File: src/rtl/cfu_mac_seq.sv
// cfu_mac_seq: buffered 4-lane int8 dot-product sequencer on the CFU command port.
// Optional build macro CFU_MAC_SAT_EN: accumulator saturates to int32 instead of wrapping.
module cfu_mac_seq #(
    parameter int DEPTH = 16
) (
    input  logic        clk,
    input  logic        reset,
    input  logic        cmd_valid,
    output logic        cmd_ready,
    input  logic [9:0]  cmd_payload_function_id,
    input  logic [31:0] cmd_payload_inputs_0,
    input  logic [31:0] cmd_payload_inputs_1,
    output logic        rsp_valid,
    input  logic        rsp_ready,
    output logic [31:0] rsp_payload_outputs_0,
    output logic [1:0]  dbg_state
);

    localparam int AW = $clog2(DEPTH);

    localparam logic [6:0] F_SET_IN  = 7'd1;
    localparam logic [6:0] F_SET_FLT = 7'd2;
    localparam logic [6:0] F_WRITE   = 7'd3;
    localparam logic [6:0] F_RUN     = 7'd4;
    localparam logic [6:0] F_CLEAR   = 7'd5;
    localparam logic [6:0] F_STATUS  = 7'd6;

    localparam logic [AW:0] FULL_COUNT = (AW + 1)'(DEPTH);

    typedef enum logic [1:0] {
        S_IDLE  = 2'd0,
        S_RUN   = 2'd1,
        S_DRAIN = 2'd2,
        S_RESP  = 2'd3
    } state_t;

    // Handshakes: cmd and rsp are valid/ready channels; a transfer occurs on a
    // posedge where valid && ready, and a producer holds its payload stable
    // while valid is high and the transfer has not yet happened.

    state_t        state_q, state_d;
    logic [15:0]   in_off_q, flt_off_q;
    logic [AW:0]   count_q;
    logic [AW-1:0] rd_ptr_q, last_q;
    logic [31:0]   psum_q, acc_q, rsp_data_q;
    logic [31:0]   buf_in_mem  [DEPTH];
    logic [31:0]   buf_flt_mem [DEPTH];

    logic          cmd_fire;
    logic [6:0]    funct7;
    logic [AW:0]   run_n, n_eff;
    logic          full;
    logic          wr_en;
    logic [31:0]   lane_sum;
    logic [31:0]   acc_fold;
    logic [2:0]    unused_funct_low;

    // 16-bit offset-adjusted lanes, 32-bit wrapping sum of the four products.
    function automatic logic [31:0] lane_dot(input logic [31:0] a, input logic [31:0] b,
                                             input logic [15:0] a_off, input logic [15:0] b_off);
        logic signed [15:0] x, y;
        logic signed [31:0] sum;
        sum = '0;
        for (int i = 0; i < 4; i++) begin
            x   = {{8{a[8*i+7]}}, a[8*i +: 8]} + a_off;
            y   = {{8{b[8*i+7]}}, b[8*i +: 8]} + b_off;
            sum = sum + 32'(x) * 32'(y);
        end
        return sum;
    endfunction

    function automatic logic [31:0] acc_add(input logic [31:0] acc, input logic [31:0] p);
`ifdef CFU_MAC_SAT_EN
        logic [32:0] s;
        s = {acc[31], acc} + {p[31], p};
        if (s[32] != s[31]) begin
            return s[32] ? 32'h8000_0000 : 32'h7FFF_FFFF;
        end
        return s[31:0];
`else
        return acc + p;
`endif
    endfunction

    assign funct7           = cmd_payload_function_id[9:3];
    assign unused_funct_low = cmd_payload_function_id[2:0];
    assign cmd_ready        = (state_q == S_IDLE) && !rsp_valid;
    assign cmd_fire         = cmd_valid && cmd_ready;
    assign run_n            = cmd_payload_inputs_0[AW:0];
    assign n_eff            = (run_n < count_q) ? run_n : count_q;
    assign full             = (count_q == FULL_COUNT);
    assign wr_en            = cmd_fire && (funct7 == F_WRITE) && !full;
    assign lane_sum         = lane_dot(buf_in_mem[rd_ptr_q], buf_flt_mem[rd_ptr_q],
                                       in_off_q, flt_off_q);
    assign acc_fold         = acc_add(acc_q, psum_q);

    assign rsp_valid             = (state_q == S_RESP);
    assign rsp_payload_outputs_0 = rsp_data_q;
    assign dbg_state             = state_q;

    always_comb begin
        state_d = state_q;
        case (state_q)
            S_IDLE: begin
                if (cmd_fire) begin
                    if ((funct7 == F_RUN) && (n_eff != '0)) begin
                        state_d = S_RUN;
                    end else begin
                        state_d = S_RESP;
                    end
                end
            end
            S_RUN: begin
                if (rd_ptr_q == last_q) begin
                    state_d = S_DRAIN;
                end
            end
            S_DRAIN: state_d = S_RESP;
            S_RESP: begin
                if (rsp_ready) begin
                    state_d = S_IDLE;
                end
            end
            default: state_d = S_IDLE;
        endcase
    end

    // Buffer storage carries no reset; emptiness is tracked by count_q alone.
    always_ff @(posedge clk) begin
        if (wr_en) begin
            buf_in_mem[count_q[AW-1:0]]  <= cmd_payload_inputs_0;
            buf_flt_mem[count_q[AW-1:0]] <= cmd_payload_inputs_1;
        end
    end

    always_ff @(posedge clk) begin
        if (reset) begin
            state_q    <= S_IDLE;
            in_off_q   <= '0;
            flt_off_q  <= '0;
            count_q    <= '0;
            rd_ptr_q   <= '0;
            last_q     <= '0;
            psum_q     <= '0;
            acc_q      <= '0;
            rsp_data_q <= '0;
        end else begin
            state_q <= state_d;
            case (state_q)
                S_IDLE: begin
                    if (cmd_fire) begin
                        case (funct7)
                            F_SET_IN: begin
                                in_off_q   <= cmd_payload_inputs_0[15:0];
                                rsp_data_q <= '0;
                            end
                            F_SET_FLT: begin
                                flt_off_q  <= cmd_payload_inputs_0[15:0];
                                rsp_data_q <= '0;
                            end
                            F_WRITE: begin
                                if (full) begin
                                    rsp_data_q <= 32'hFFFF_FFFF;
                                end else begin
                                    count_q    <= count_q + 1'b1;
                                    rsp_data_q <= 32'(count_q) + 32'd1;
                                end
                            end
                            F_RUN: begin
                                acc_q      <= cmd_payload_inputs_1;
                                rsp_data_q <= cmd_payload_inputs_1;
                                rd_ptr_q   <= '0;
                                last_q     <= AW'(n_eff - 1'b1);
                            end
                            F_CLEAR: begin
                                count_q    <= '0;
                                rsp_data_q <= '0;
                            end
                            F_STATUS: rsp_data_q <= 32'(count_q);
                            default:  rsp_data_q <= '0;
                        endcase
                    end
                end
                S_RUN: begin
                    psum_q   <= lane_sum;
                    rd_ptr_q <= rd_ptr_q + 1'b1;
                    // psum_q only holds a real partial sum after the first read.
                    if (rd_ptr_q != '0) begin
                        acc_q <= acc_fold;
                    end
                end
                S_DRAIN: begin
                    acc_q      <= acc_fold;
                    rsp_data_q <= acc_fold;
                end
                default: ;
            endcase
        end
    end

endmodule

File: config.mk
export PLATFORM = sky130hd
export DESIGN_NAME = cfu_mac_seq
export DESIGN_NICKNAME = d
export VERILOG_FILES = /design/src/rtl/cfu_mac_seq.sv
export SDC_FILE = /design/constraint.sdc
export NUM_CORES = 2
export LEC_CHECK = 0
export CAP_MARGIN = 0
export CORE_MARGIN = 2
export CORE_UTILIZATION = 33
export CTS_BUF_LIST = sky130_fd_sc_hd__clkbuf_4 sky130_fd_sc_hd__clkbuf_8
export CTS_CLUSTER_SIZE = 10
export DETAILED_ROUTE_END_ITERATION = 8
export SLEW_MARGIN = 10
export SYNTH_ARGS = -nofsm -noshare
export SYNTH_HDL_FRONTEND = slang
export SYNTH_SLANG_ARGS = --single-unit
File: constraint.sdc
create_clock -name clk -period 17.2 [get_ports clk]
set_input_delay 3.44 -clock clk [delete_from_list [all_inputs] [get_ports clk]]
set_output_delay 3.44 -clock clk [all_outputs]
set_load 0.005 [all_outputs]
After elaboration in Yosys (flattened, before gate mapping)
Memory sizes are Yosys's and may differ from the RTL's. A register that Yosys moved wholly into a read port is not among the register bits.
Cells that the tools add are included.
Storage, ports and cells
  bits in writable memories: 1024
  output and inout bits: 36
  bits in latches: 0
  input bits: 78
  register bits after elaboration: 143
  memories kept: 2
  word-level logic and storage cells: 96
  memory bits (read-only): 0
Memory list
  buf_flt_mem: depth 16, bits a word 32, read ports 1, clocked after Yosys merged registers in 1, write ports 1, line 47  | logic [31:0] buf_flt_mem [DEPTH];
  buf_in_mem: depth 16, bits a word 32, read ports 1, clocked after Yosys merged registers in 1, write ports 1, line 46  | logic [31:0] buf_in_mem [DEPTH];
Operators by class
  bitwise operators: 0
  add/sub/neg operators: 16
  magnitude comparators: 1
  multiply operators: 4
  reductions and logical operators: 22
  div/mod/pow operators: 0
  muxes and demuxes: 25
  eq/ne operators: 17
  shifts and indexed selects: 0
Operator list (number)
  case mux 32 bit (3 select lines): 2
  two-way mux 32 bit: 5
  adder 16 bit: 8
  adder 32 bit: 4
  multiplier 16 x 16 -> 32 bit: 4
  case mux 32 bit (2 select lines): 1
  two-way mux 4 bit: 6
  == test 7 x 3 -> 1 bit (second input constant): 3
  AND reduction 3 bit: 5
  == test 7 x 2 -> 1 bit (second input constant): 2
  two-way mux 5 bit: 2
  case mux 5 bit (2 select lines): 1
  two-way mux 2 bit: 4
  inequality test 2 bit (second input constant): 4
  case mux 2 bit (4 select lines): 1
  case mux 4 bit (2 select lines): 1
  AND reduction 4 bit: 2
  == test 7 x 1 -> 1 bit (second input constant): 1
  adder 5 x 1 -> 6 bit (second input constant): 1
  nonzero test 2 bit: 3
  adder 5 x 1 -> 5 bit (second input constant): 1
  == test 5 bit (second input constant): 1
  logical AND 1 bit: 5
  < comparator 5 bit: 1
  other kinds (13): 17

Logic depth before layout (Yosys ltp)
  word-level depth: 8
  depth in mapped cells: 50

Least setup slack after synthesis
No wires, ideal clock.
  path type: reg2reg
  from: reg with a tool-made name
  to: reg psum_q[31]
  slack: 4.530 ns
  buffers on the path: 6
  arrival time: 12.584 ns
  stages on the path, launching flop included: 45
  required time: 17.114 ns
  period minus slack after synthesis: 12.670 ns
  library setup time: 0.086 ns
  cell sequence: dfxtp_1 buf_6 buf_6 buf_6 clkbuf_1 clkbuf_1 mux4_2 mux4_2 ha_1 fa_1 a21o_1 a21oi_1 o21bai_1 a21oi_1 o21bai_1 a2111oi_2 nor2_1 xor2_1 [... 9 more ...] fa_1 inv_1 fa_1 fa_1 fa_1 inv_1 fa_1 inv_1 ha_1 a21o_1 a21o_1 a221oi_1 o31ai_1 a211o_1 a221oi_1 a21oi_1 xnor2_1 a211oi_1
RTL lines
  end signal, assigned: line 185  | psum_q <= lane_sum;
  end, declared: line 45  | logic [31:0] psum_q, acc_q, rsp_data_q;

==> impl_metrics.sql <==
INSERT INTO impl_metrics (metric_group, metric, value, unit) VALUES
('routing', 'detailroute.via_count', '57631', ''),
('sta', 'setup_viol', '0', ''),
('cells_and_area', 'fillers', '26784', ''),
('die', 'core_region_area', '0.276', 'mm2'),
('setup_path', 'crit_family', 'adder cells', ''),
('logic_synthesis', 'synth_seq_cells', '1171', ''),
('die', 'start_util', '33.1', '%'),
('routing', 'detail_route.first_pass.iterations', '6', ''),
('logic_synthesis', 'synth.net_count', '9058', ''),
('sta', 'layout_worst_path_cycle_share', '85.6', '%'),
('logic_synthesis', 'synthesis.area_per_instance', '12.4', 'um2'),
('die', 'rows', '193', ''),
('clock_tree', 'cts.clk_slew.worst_paths', '0.07', 'ns'),
('cells_and_area', 'finalNonFillerCells', '11392', ''),
('status', 'run_status', 'completed', ''),
('run', 'cap_viol_max_count', '0', ''),
('cells_and_area', 'drive_above_1_share', '11.2', '%'),
('logic_synthesis', 'ys_async_sr_fraction', '0', '%'),
('logic_synthesis', 'syn-cell-area', '0.0913', 'mm2'),
('clock_tree', 'cts.sinks', '1171', ''),
('setup_path', 'critPathKind', 'reg -> reg', ''),
('setup_path', 'cp_data_arrival_time', '15.46', 'ns'),
('hold_path', 'critical_hold_path_startpoint', 'acc_q[7]', ''),
('setup_path', 'crit_required', '17.95', 'ns'),
('clock_tree', 'cts-hold-fix-buffers', '0', ''),
('setup_path', 'worst-path-buf-inv', '7', ''),
('routing', 'detail_route.drc_violations', '0', ''),
('cells_and_area', 'finish.utilization', '36.7', '%'),
('clock_tree', 'clk_latency', '0.91', 'ns'),
('clock_tree', 'root_buffer', 'clkbuf_8', ''),
('logic_synthesis', 'synth.yosys.seq_area_share', '36.9', '%'),
('sta', 'fin_worst_hold_slack', '0.460', 'ns'),
('logic_synthesis', 'synthTopCellsByArea', 'edfxtp_1, fa_1, mux4_2, inv_1, ha_1', ''),
('sta', 'finalHoldViolCount', '0', ''),
('sta', 'worstMarginPinSlew', '1.31', 'ns'),
('logic_synthesis', 'synth_top_cell_by_area', 'edfxtp_1', ''),
('sta', 'worst_slew_margin_rel', '12.3', '%'),
('global_route', 'antenna_found_initial', '12', ''),
('setup_path', 'critPathSlowestCell', 'dfxtp_4', ''),
('place', 'placedCellCount', '11071', ''),
('routing', 'wl_per_cell', '23.6', 'um'),
('setup_path', 'critPathMaxFanout', '47', ''),
('logic_synthesis', 'postSynthCellCount', '7342', ''),
('routing', 'drtIter0Drc', '5419', ''),
('setup_path', 'most_common_cell_on_crit_path', 'fa_1', ''),
('die', 'dieWidth', '530', 'um'),
('logic_synthesis', 'ys_types', '90', ''),
('logic_synthesis', 'synth-warning-count', '0', ''),
('hold_path', 'worst_hold_path_type', 'reg -> reg', ''),
('setup_path', 'cp_num_cells', '38', ''),
('die', 'design.portCount', '114', ''),
('sta', 'layout_min_cycle_time', '14.72', 'ns'),
('routing', 'postRouteWirelength', '269000', 'um'),
('setup_path', 'startpoint_type', 'register', ''),
('clock_tree', 'clock_tree_from_tritoncts', 'yes', ''),
('die', 'die_area', '0.281', 'mm2'),
('logic_synthesis', 'synth_top_flop_cell', 'edfxtp_1', ''),
('clock_tree', 'htree_levels', '4', ''),
('global_route', 'grt-ovfl-total', '0', ''),
('hold_path', 'timing.hold.worst_endpoint', 'acc_q[7]', ''),
('logic_synthesis', 'synth_edf_count', '1024', ''),
('sta', 'drv_slew', '0', ''),
('setup_path', 'worst_setup_path_end_kind', 'register', ''),
('hold_path', 'min_delay_path_depth', '2', ''),
('die', 'die_h', '530', 'um'),
('global_route', 'pin_count_of_the_biggest_net_entering_global_routing', '84', ''),
('clock_tree', 'post-cts-setup-buffer-count', '0', ''),
('clock_tree', 'post_cts_resized', '0', ''),
('logic_synthesis', 'yosysTopAreaCellShare', '33.7', '%'),
('clock_tree', 'cts_made_buffers', '175', ''),
('sta', 'rsz0062_at_grt', 'no', '');
[worst max path at each step]
stage	endpoint	slack, ns	startpoint
6_report	psum_q[31]	2.48	register
2_1_floorplan	psum_q[31]	4.53	register
3_5_place_dp	psum_q[31]	2.55	register
5_1_grt	psum_q[31]	1.82	register
4_1_cts	psum_q[31]	2.39	register
3_3_place_gp	psum_q[31]	2.46	register
[stage by stage]
stage / setup WS, ns / cell area, um2
3_5_place_dp: 2.55 / 97600
2_1_floorplan: 4.53 / 91300
5_1_grt: 1.82 / 101000
6_report: 2.48 / 101000
3_3_place_gp: 2.46 / 97600
4_1_cts: 2.39 / 101000
[metal layers]
| layer | vias to the layer above | GRT usage (%) | routed length (um) |
|---|---|---|---|
| met3 | 345 | 3.11 | 20100 |
| met1 | 30379 | 26.8 | 115000 |
| li1 | 24649 | - | - |
| met4 | 4 | 5.78 | 7870 |
| met5 | - | 0 | 27 |
| met2 | 2254 | 31.3 | 126000 |
[final cells by class]
type	count	area [um2]	share of cell area [%]
Sequential cell	1171	33700	33.3
Timing Repair Buffer	274	2390	2.36
Clock inverter	77	712	0.703
Tap cell	3705	4640	4.58
Multi-Input combinational cell	4525	51600	51.0
Antenna cell	9	22.5	0.0223
Inverter	1396	5240	5.18
Clock buffer	235	2880	2.84
[state kept, by name, indices dropped and copies added, names as in the netlist, named ones only]
signal and flops:
buf_flt_mem 512, rsp_payload_outputs_0 32, flt_off_q 16, rd_ptr_q 4
in_off_q 16, dbg_state 2, last_q 4, buf_in_mem 512
psum_q 32, count_q 5, acc_q 32
[synth_stat cells, types with 10 or more instances]
cell / number
a211oi_1: 45
a21o_1: 44
a21oi_1: 172
a311oi_1: 10
a31oi_1: 45
and2_1: 184
and3_1: 28
buf_1: 23
buf_2: 20
clkbuf_1: 198
dfxtp_1: 147
edfxtp_1: 1024
fa_1: 1231
ha_1: 407
inv_1: 1392
mux2i_1: 89
mux4_2: 320
nand2_1: 631
nand2b_1: 91
nand3_1: 39
nor2_1: 457
nor2b_1: 55
nor3_1: 70
o211ai_1: 13
o21a_1: 24
o21ai_0: 104
o21bai_1: 16
o31ai_1: 16
or2_2: 19
or3_1: 15
xnor2_1: 167
xor2_1: 66
[worst reg2reg max path: cells and delay by family, from the launching register on]
family / cells / cell delay (ns)
flops: 1 / 0.98
xor+xnor: 1 / 0.23
mux: 2 / 1.12
fa+ha+maj: 12 / 6.11
buf+inv: 7 / 1.18
compound gates: 13 / 3.59
simple gates: 3 / 1.36
[logic make-up after synthesis]
kind of cell | count (synthesis) | synth area share (%)
DFF | 1171 | 36.9
AOI/OAI and AO/OA | 605 | 4.33
adders and majority gates | 1638 | 32.6
muxes | 413 | 8.92
xor gates and xnor gates | 239 | 2.34
buffers and inverters | 1646 | 6.85
and+or+nand+nor | 1630 | 8.10
Power is not shown: default switching activity piles up to over one toggle a cycle in this logic, so the estimate is an artifact.
